<file path="src/rtl/pipeline_pkg.sv">
// Shared definitions for the pipeline stall unit: no-op encodings and the
// watchdog state encoding.
package pipeline_pkg;

    // sll $0,$0,0 -- the all-zero word the IF/ID register takes on a flush
    localparam logic [31:0] NOP_INSTR = 32'h0;

    // One bit of the no-op control bundle; the bundle is this bit replicated
    localparam logic CTRL_NOP = 1'b0;

    // Watchdog states
    typedef enum logic [1:0] {
        RUN   = 2'd0,
        STALL = 2'd1,
        HUNG  = 2'd2
    } stall_state_e;

endpackage

</file>
<file path="src/rtl/pipeline_stall_unit_stall_watchdog.sv">
// Stall watchdog: tracks how many consecutive cycles some stall is asserted
// and latches a sticky timeout once that run reaches MAX_STALL.
module stall_watchdog
    import pipeline_pkg::*;
#(
    parameter int MAX_STALL = 15
) (
    input  logic Clock,
    input  logic Reset,
    input  logic Stall_Any,
    output logic Stall_Timeout
);

    localparam int RW = (MAX_STALL < 2) ? 1 : $clog2(MAX_STALL + 1);
    localparam logic [RW-1:0] MaxLen = RW'(MAX_STALL);

    stall_state_e  state_q, state_d;
    logic [RW-1:0] runLen_q, runLen_d;
    logic [RW-1:0] runInc;

    // Next-state and run-length update; HUNG is absorbing until reset
    always_comb begin
        state_d  = state_q;
        runLen_d = runLen_q;
        runInc   = runLen_q + RW'(1);
        case (state_q)
            RUN: begin
                if (Stall_Any) begin
                    runLen_d = RW'(1);
                    state_d  = (MAX_STALL == 1) ? HUNG : STALL;
                end
            end
            STALL: begin
                if (!Stall_Any) begin
                    state_d  = RUN;
                    runLen_d = '0;
                end else begin
                    runLen_d = runInc;
                    if (runInc == MaxLen) begin
                        state_d = HUNG;
                    end
                end
            end
            HUNG: begin
                state_d = HUNG;
            end
            default: begin
                state_d  = RUN;
                runLen_d = '0;
            end
        endcase
    end

    // State and run-length registers with synchronous reset
    always_ff @(posedge Clock) begin
        if (Reset) begin
            state_q  <= RUN;
            runLen_q <= '0;
        end else begin
            state_q  <= state_d;
            runLen_q <= runLen_d;
        end
    end

    assign Stall_Timeout = (state_q == HUNG);

endmodule

</file>
<file path="src/rtl/pipeline_stall_unit.sv">
// Pipeline stall unit: applies hazard stalls and the ID branch flush to the
// IF/ID register and the ID/EX control register, and counts stall, bubble
// and flush events.
module pipeline_stall_unit
    import pipeline_pkg::*;
#(
    parameter int DATA_WIDTH = 32,
    parameter int CTRL_WIDTH = 16,
    parameter int CNT_WIDTH  = 32,
    parameter int MAX_STALL  = 15
) (
    input  logic                  Clock,
    input  logic                  Reset,
    input  logic                  Stall_PC,
    input  logic                  Stall_ID,
    input  logic                  Stall_ID_EX,
    input  logic                  Branch_Taken,
    input  logic [DATA_WIDTH-1:0] IF_Instruction,
    input  logic [DATA_WIDTH-1:0] IF_PCPlus4,
    input  logic [CTRL_WIDTH-1:0] ID_Ctrl,
    output logic                  PC_Write,
    output logic [DATA_WIDTH-1:0] ID_Instruction,
    output logic [DATA_WIDTH-1:0] ID_PCPlus4,
    output logic [CTRL_WIDTH-1:0] EX_Ctrl,
    output logic [CNT_WIDTH-1:0]  Stall_Count,
    output logic [CNT_WIDTH-1:0]  Bubble_Count,
    output logic [CNT_WIDTH-1:0]  Flush_Count,
    output logic                  Stall_Timeout
);

    logic [DATA_WIDTH-1:0] idInstr_q, idInstr_d;
    logic [DATA_WIDTH-1:0] idPc4_q, idPc4_d;
    logic [CTRL_WIDTH-1:0] exCtrl_q, exCtrl_d;
    logic [CNT_WIDTH-1:0]  stallCnt_q, stallCnt_d;
    logic [CNT_WIDTH-1:0]  bubbleCnt_q, bubbleCnt_d;
    logic [CNT_WIDTH-1:0]  flushCnt_q, flushCnt_d;
    logic                  flushTaken;

    // A stalled IF/ID wins over a taken branch: the branch operand is not ready
    assign flushTaken = Branch_Taken && !Stall_ID;

    assign PC_Write = !Reset && !Stall_PC;

    // Next values for the pipeline registers and the saturating event counters
    always_comb begin
        idInstr_d   = idInstr_q;
        idPc4_d     = idPc4_q;
        exCtrl_d    = Stall_ID_EX ? {CTRL_WIDTH{CTRL_NOP}} : ID_Ctrl;
        stallCnt_d  = stallCnt_q;
        bubbleCnt_d = bubbleCnt_q;
        flushCnt_d  = flushCnt_q;
        if (!Stall_ID) begin
            if (Branch_Taken) begin
                idInstr_d = DATA_WIDTH'(NOP_INSTR);
                idPc4_d   = '0;
            end else begin
                idInstr_d = IF_Instruction;
                idPc4_d   = IF_PCPlus4;
            end
        end
        if (Stall_PC && (stallCnt_q != '1)) begin
            stallCnt_d = stallCnt_q + CNT_WIDTH'(1);
        end
        if (Stall_ID_EX && (bubbleCnt_q != '1)) begin
            bubbleCnt_d = bubbleCnt_q + CNT_WIDTH'(1);
        end
        if (flushTaken && (flushCnt_q != '1)) begin
            flushCnt_d = flushCnt_q + CNT_WIDTH'(1);
        end
    end

    // Pipeline and counter registers; reset overrides every input that cycle
    always_ff @(posedge Clock) begin
        if (Reset) begin
            idInstr_q   <= '0;
            idPc4_q     <= '0;
            exCtrl_q    <= '0;
            stallCnt_q  <= '0;
            bubbleCnt_q <= '0;
            flushCnt_q  <= '0;
        end else begin
            idInstr_q   <= idInstr_d;
            idPc4_q     <= idPc4_d;
            exCtrl_q    <= exCtrl_d;
            stallCnt_q  <= stallCnt_d;
            bubbleCnt_q <= bubbleCnt_d;
            flushCnt_q  <= flushCnt_d;
        end
    end

    assign ID_Instruction = idInstr_q;
    assign ID_PCPlus4     = idPc4_q;
    assign EX_Ctrl        = exCtrl_q;
    assign Stall_Count    = stallCnt_q;
    assign Bubble_Count   = bubbleCnt_q;
    assign Flush_Count    = flushCnt_q;

    stall_watchdog #(
        .MAX_STALL(MAX_STALL)
    ) uWatchdog (
        .Clock        (Clock),
        .Reset        (Reset),
        .Stall_Any    (Stall_PC | Stall_ID | Stall_ID_EX),
        .Stall_Timeout(Stall_Timeout)
    );

endmodule

</file>
<file path="config.mk">
export PLATFORM = sky130hd
export DESIGN_NAME = pipeline_stall_unit
export DESIGN_NICKNAME = d
export VERILOG_FILES = /design/src/rtl/pipeline_pkg.sv /design/src/rtl/pipeline_stall_unit_stall_watchdog.sv /design/src/rtl/pipeline_stall_unit.sv
export SDC_FILE = /design/constraint.sdc
export NUM_CORES = 1
export LEC_CHECK = 0
export CORE_UTILIZATION = 40
export CTS_CLUSTER_DIAMETER = 80
export DETAILED_ROUTE_END_ITERATION = 8
export GPL_TIMING_DRIVEN = 1
export PLACE_DENSITY = 0.8
export SYNTH_ARGS = -nofsm -noshare
export SYNTH_HDL_FRONTEND = slang
export SYNTH_SLANG_ARGS = --single-unit
export TNS_END_PERCENT = 5
</file>
<file path="constraint.sdc">
create_clock -name Clock -period 2.4 [get_ports Clock]
set_clock_uncertainty 0.1 [all_clocks]
set_input_delay 0.48 -clock Clock [delete_from_list [all_inputs] [get_ports Clock]]
set_output_delay 0.48 -clock Clock [all_outputs]
set_load 0.01 [all_outputs]
</file>
==> flow_results.org <==
** Status
- Status :: finished clean

** Clocking
- Reg clk slew, reported paths :: 70 ps
- Number of clock sinks :: 182
- The longest clock path from root to sink contains 2 buffers.
- Hold-fix buffer count after cts :: 0
- Buffer count from post-CTS setup fixing :: 0
- Clock tree from TritonCTS :: yes
- Number of levels the H-tree was split into :: 4
- The clock reaches the later pin of the worst-skew pair after 430 ps.
- In this run the clock root is driven by a sky130_fd_sc_hd__clkbuf_16.
- TritonCTS buffer count :: 17

** Synthesis
- Synth Cell Area :: 0.00768 sq mm
- After synthesis the netlist holds a flip-flop and latch count of 182.
- Syn_nets :: 976
- Among all flip-flop cells after synthesis, the most frequent one is sky130_fd_sc_hd__dfxtp_1.
- Portion of the post-synthesis area used by sequential elements :: 47.5%
- For this run, asynchronously set or reset flops after synthesis account for 0%.
- Number of enable flip-flop cells after synthesis :: 0
- Counting every instance in the synthesized netlist gives 885.
- Synthesis instantiated 51 different standard cells from the library.
- Yosys Warn Count :: 0
- Averaged over all synthesized cells, the footprint is 8.67 sq um.

** Die
- Boundary pin count :: 264
- Floorplan row count :: 50
- After floorplanning, the core was sized to cover 0.0188 sq mm.
- Die width :: 141 microns
- From bottom edge to top edge, the die measures 141 microns.
- Initial cell density of the core :: 40.9%
- The die covers 0.0197 sq mm.

** Route
- Dividing the detail-routed via count by the number of cells gives 5.47.
- The first routing iteration left 486 violations.
- Post-route antenna net violation count :: 0
- The routed layout has 7838 vias.
- Drt wl/cell :: 15.7 microns
- In the routed design, unresolved DRC markers number 0.
- Drt first pass iters :: 5
- Wire length after detailed routing :: 22600 microns

** STA
- Adding up every negative setup slack in the final design gives 0 ps.
- Final critical delay including setup and external delays :: 2340 ps
- On the final layout, the worst hold slack is 397 ps.
- Across all setup checks in the final design, the least slack found is 63.1 ps.
- Period utilization :: 97.4%
- Setup violations remaining at the end of the flow were counted as 0.
- Measured against its own limit, the worst slew margin works out to 52.5%.
- For this run, the top clock speed supported by timing is 0.428 GHz.
- Number of max-slew violations in the final report :: 0
- Slew @ Worst Pin :: 713 ps
- Number of hold violations in the final report :: 0
- Setup repair after global routing left no endpoint under its margin.

** GRT
- Maximum number of pins on one net before global-route repair :: 148
- The initial antenna violation count came to 2.
- For this run, the total global-route usage over all layers was measured as 22.6%.
- The number of global-route vias before repair came to 7353.
- The first global-routing pass estimated 36200 microns of wire.
- Grt ovf :: 0

** Flow run
- Max-cap violations in this run came to 0.

** Pwr
- For this design the ratio of total power to cell area is 579 mW/mm^2.
- Summed over all cells, the static leakage comes to 3.95 nW.
- IR analysis of the VDD net gives a maximum drop of 482 uV.

** Critical path
- Arrival time of data at the critical path endpoint :: 2510 ps
- End of the worst register-to-register path :: Flush_Count[17]$_SDFFE_PP0P_
- Critical path required time :: 2580 ps
- The worst setup path is captured at a flop.
- The critical path goes through nand4_1 -> or4_4 -> nor3_2 -> buf_4 -> or4_1 -> a21oi_1.
- Worst reg2reg startpoint :: Flush_Count[19]$_SDFFE_PP0P_
- Kind of critical path :: reg2reg
- Across all register-to-register paths, the minimum setup slack is 60 ps.
- The worst setup path is launched from a flop.
- Destination of the critical timing path :: Flush_Count[17]$_SDFFE_PP0P_
- Of all nets on the critical path, the largest fanout is 7.
- The slowest stage of the critical path belongs to the cell sky130_fd_sc_hd__or4_4.
- Worst setup path startpoint :: Flush_Count[19]$_SDFFE_PP0P_
- Counting cells, the worst reg-to-reg path comes to 6.
- Delay of the slowest cell on the worst path :: 570 ps

** Placement
- Detailed placement finished with a half-perimeter wire length of 16000 microns.
- Before CTS, the worst setup slack after placement is -173 ps.
- # port buffers :: 263
- Gp weighted congestion :: 0.851

** Final layout
- Of the cells placed in the final design, the portion with a size suffix greater than 1 is 10.8%.
- At the end of the flow, the number of nets in the layout was 1275.
- Relative to the synthesized area, the layout overhead comes to 51.0%.

** Hold path
- The min-delay analysis places its worst path in the category reg2reg.
report_power, final:
part           total [W]  internal [W]  switching, W  leakage [nW]
clock            0.00303       0.00179       0.00124         0.311
combinational   0.000550      0.000311      0.000239          2.17
sequential       0.00312       0.00308     0.0000364          1.48
total            0.00670       0.00519       0.00152          3.95
worst min path at each step:
stage / from / endpoint / slack, ps / depth (start not counted)
finish: ID_Instruction[30]$_SDFFE_PP0N_ / ID_Instruction[30]$_SDFFE_PP0N_ / 400 / 2
global route: Bubble_Count[23]$_SDFFE_PP0P_ / Bubble_Count[23]$_SDFFE_PP0P_ / 430 / 2
CTS: ID_Instruction[30]$_SDFFE_PP0N_ / ID_Instruction[30]$_SDFFE_PP0N_ / 400 / 2
detailed placement: ID_Instruction[30]$_SDFFE_PP0N_ / ID_Instruction[30]$_SDFFE_PP0N_ / 380 / 2
global placement: ID_Instruction[30]$_SDFFE_PP0N_ / ID_Instruction[30]$_SDFFE_PP0N_ / 370 / 2
floorplan: uWatchdog.state_q[1]$_SDFFE_PP0P_ / uWatchdog.state_q[1]$_SDFFE_PP0P_ / 370 / 2
layout make-up:
| cell class | count | area (sq um) |
|---|---|---|
| repair buffers | 334 | 3180 |
| multi-input cells | 635 | 3780 |
| diodes | 2 | 5.00 |
| inverters | 14 | 52.6 |
| well taps | 234 | 293 |
| clock buffers | 19 | 443 |
| fillers | 1625 | 7180 |
| flip-flops and latches | 182 | 3640 |
| clock inverters | 13 | 193 |
registers in the layout, summed over array words and instances (netlist names):
signal and count:
Bubble_Count 32, Flush_Count 32, ID_Instruction 32, ID_PCPlus4 32, Stall_Count 32, EX_Ctrl 16
uWatchdog.runLen_q 4, uWatchdog.state_q 2
cells in the mapped netlist (5+ instances only):
| cell | count | area share, % |
|---|---|---|
| sky130_fd_sc_hd__dfxtp_1 | 182 | 47 |
| sky130_fd_sc_hd__nor2_1 | 124 | 6.1 |
| sky130_fd_sc_hd__a21oi_1 | 65 | 4.2 |
| sky130_fd_sc_hd__a22oi_1 | 63 | 6.2 |
| sky130_fd_sc_hd__nand2_1 | 46 | 2.2 |
| sky130_fd_sc_hd__clkbuf_1 | 45 | 2.2 |
| sky130_fd_sc_hd__o21ai_0 | 38 | 2.5 |
| sky130_fd_sc_hd__or3_1 | 36 | 2.9 |
| sky130_fd_sc_hd__nand3_1 | 34 | 2.2 |
| sky130_fd_sc_hd__nand4_1 | 27 | 2.2 |
| sky130_fd_sc_hd__o31ai_1 | 24 | 2.3 |
| sky130_fd_sc_hd__xnor2_1 | 23 | 2.6 |
| sky130_fd_sc_hd__or4_1 | 22 | 2.2 |
| sky130_fd_sc_hd__and2_1 | 18 | 1.5 |
| sky130_fd_sc_hd__inv_1 | 14 | 0.68 |
| sky130_fd_sc_hd__nor4_1 | 13 | 1.1 |
| sky130_fd_sc_hd__and3_1 | 9 | 0.73 |
| sky130_fd_sc_hd__nor3_1 | 9 | 0.59 |
| sky130_fd_sc_hd__and4_1 | 8 | 0.91 |
| sky130_fd_sc_hd__a211oi_1 | 7 | 0.68 |
| sky130_fd_sc_hd__or2_2 | 6 | 0.49 |
| sky130_fd_sc_hd__xor2_1 | 6 | 0.68 |
| sky130_fd_sc_hd__ha_1 | 5 | 0.81 |
repair_timing:
action | in CTS | in global routing
cloned | 0 | 0
gates resized for setup | 2 | 1
setup endpoints to repair | 7 | 6
layout by cell type, fill, tap and decap left out, drive strengths merged, types with 9 or more instances in the layout:
| cell type | synthesis | final |
|---|---|---|
| clkbuf | 45 | 19 |
| nor4 | 14 | 14 |
| o21ai | 38 | 38 |
| xnor2 | 23 | 23 |
| a22oi | 63 | 63 |
| nand2 | 46 | 46 |
| or3 | 37 | 37 |
| or4 | 23 | 23 |
| a21oi | 65 | 65 |
| o31ai | 25 | 25 |
| nand3 | 34 | 34 |
| inv | 14 | 19 |
| nand4 | 28 | 28 |
| nor3 | 12 | 12 |
| and2 | 18 | 18 |
| dfxtp | 182 | 182 |
| and3 | 9 | 9 |
| clkdlybuf4s50 | 0 | 260 |
| buf | 9 | 73 |
| nor2 | 124 | 124 |
critical path, delay by kind of cell, from the launching register on:
kind,cells,cell delay (ps)
AOI/OAI and AO/OA,1,60
buffers and inverters,1,220
and+or+nand+nor,4,1330
DFF,1,470
kinds of logic (layout without fill, tap and decap cells):
family | count (synthesis) | in the layout | share of synthesized area, %
flip-flops | 182 | 182 | 47.5
AND/OR/NAND/NOR | 375 | 375 | 25.6
AO/OA/AOI/OAI | 220 | 220 | 18.4
adder cells (fa/ha/maj) | 5 | 5 | 0.815
XOR/XNOR | 29 | 29 | 3.31
multiplexers | 6 | 6 | 0.848
buffers and inverters | 68 | 380 | 3.52
other | 0 | 2 | 0
stage by stage:
step	instances	power, W	cell area [sq um]	util [%]
2_1_floorplan	885	0.00340	7680	-
3_3_place_gp	1399	0.00373	10900	58.3
3_5_place_dp	1399	0.00374	10900	58.3
4_1_cts	1431	0.00677	11600	61.7
5_1_grt	1433	0.00693	11600	61.7
6_report	1433	0.00670	11600	61.7
per-layer routing:
| metal | vias to the layer above | share of wire (%) | track usage [%] |
|---|---|---|---|
| li1 | 3848 | - | - |
| met1 | 3692 | 44 | 28.7 |
| met2 | 262 | 48 | 37.6 |
| met3 | 36 | 5.6 | 4.99 |
| met4 | 0 | 2.4 | 8.52 |
| met5 | - | 0 | 0 |
(Power assumes the default switching activity.)
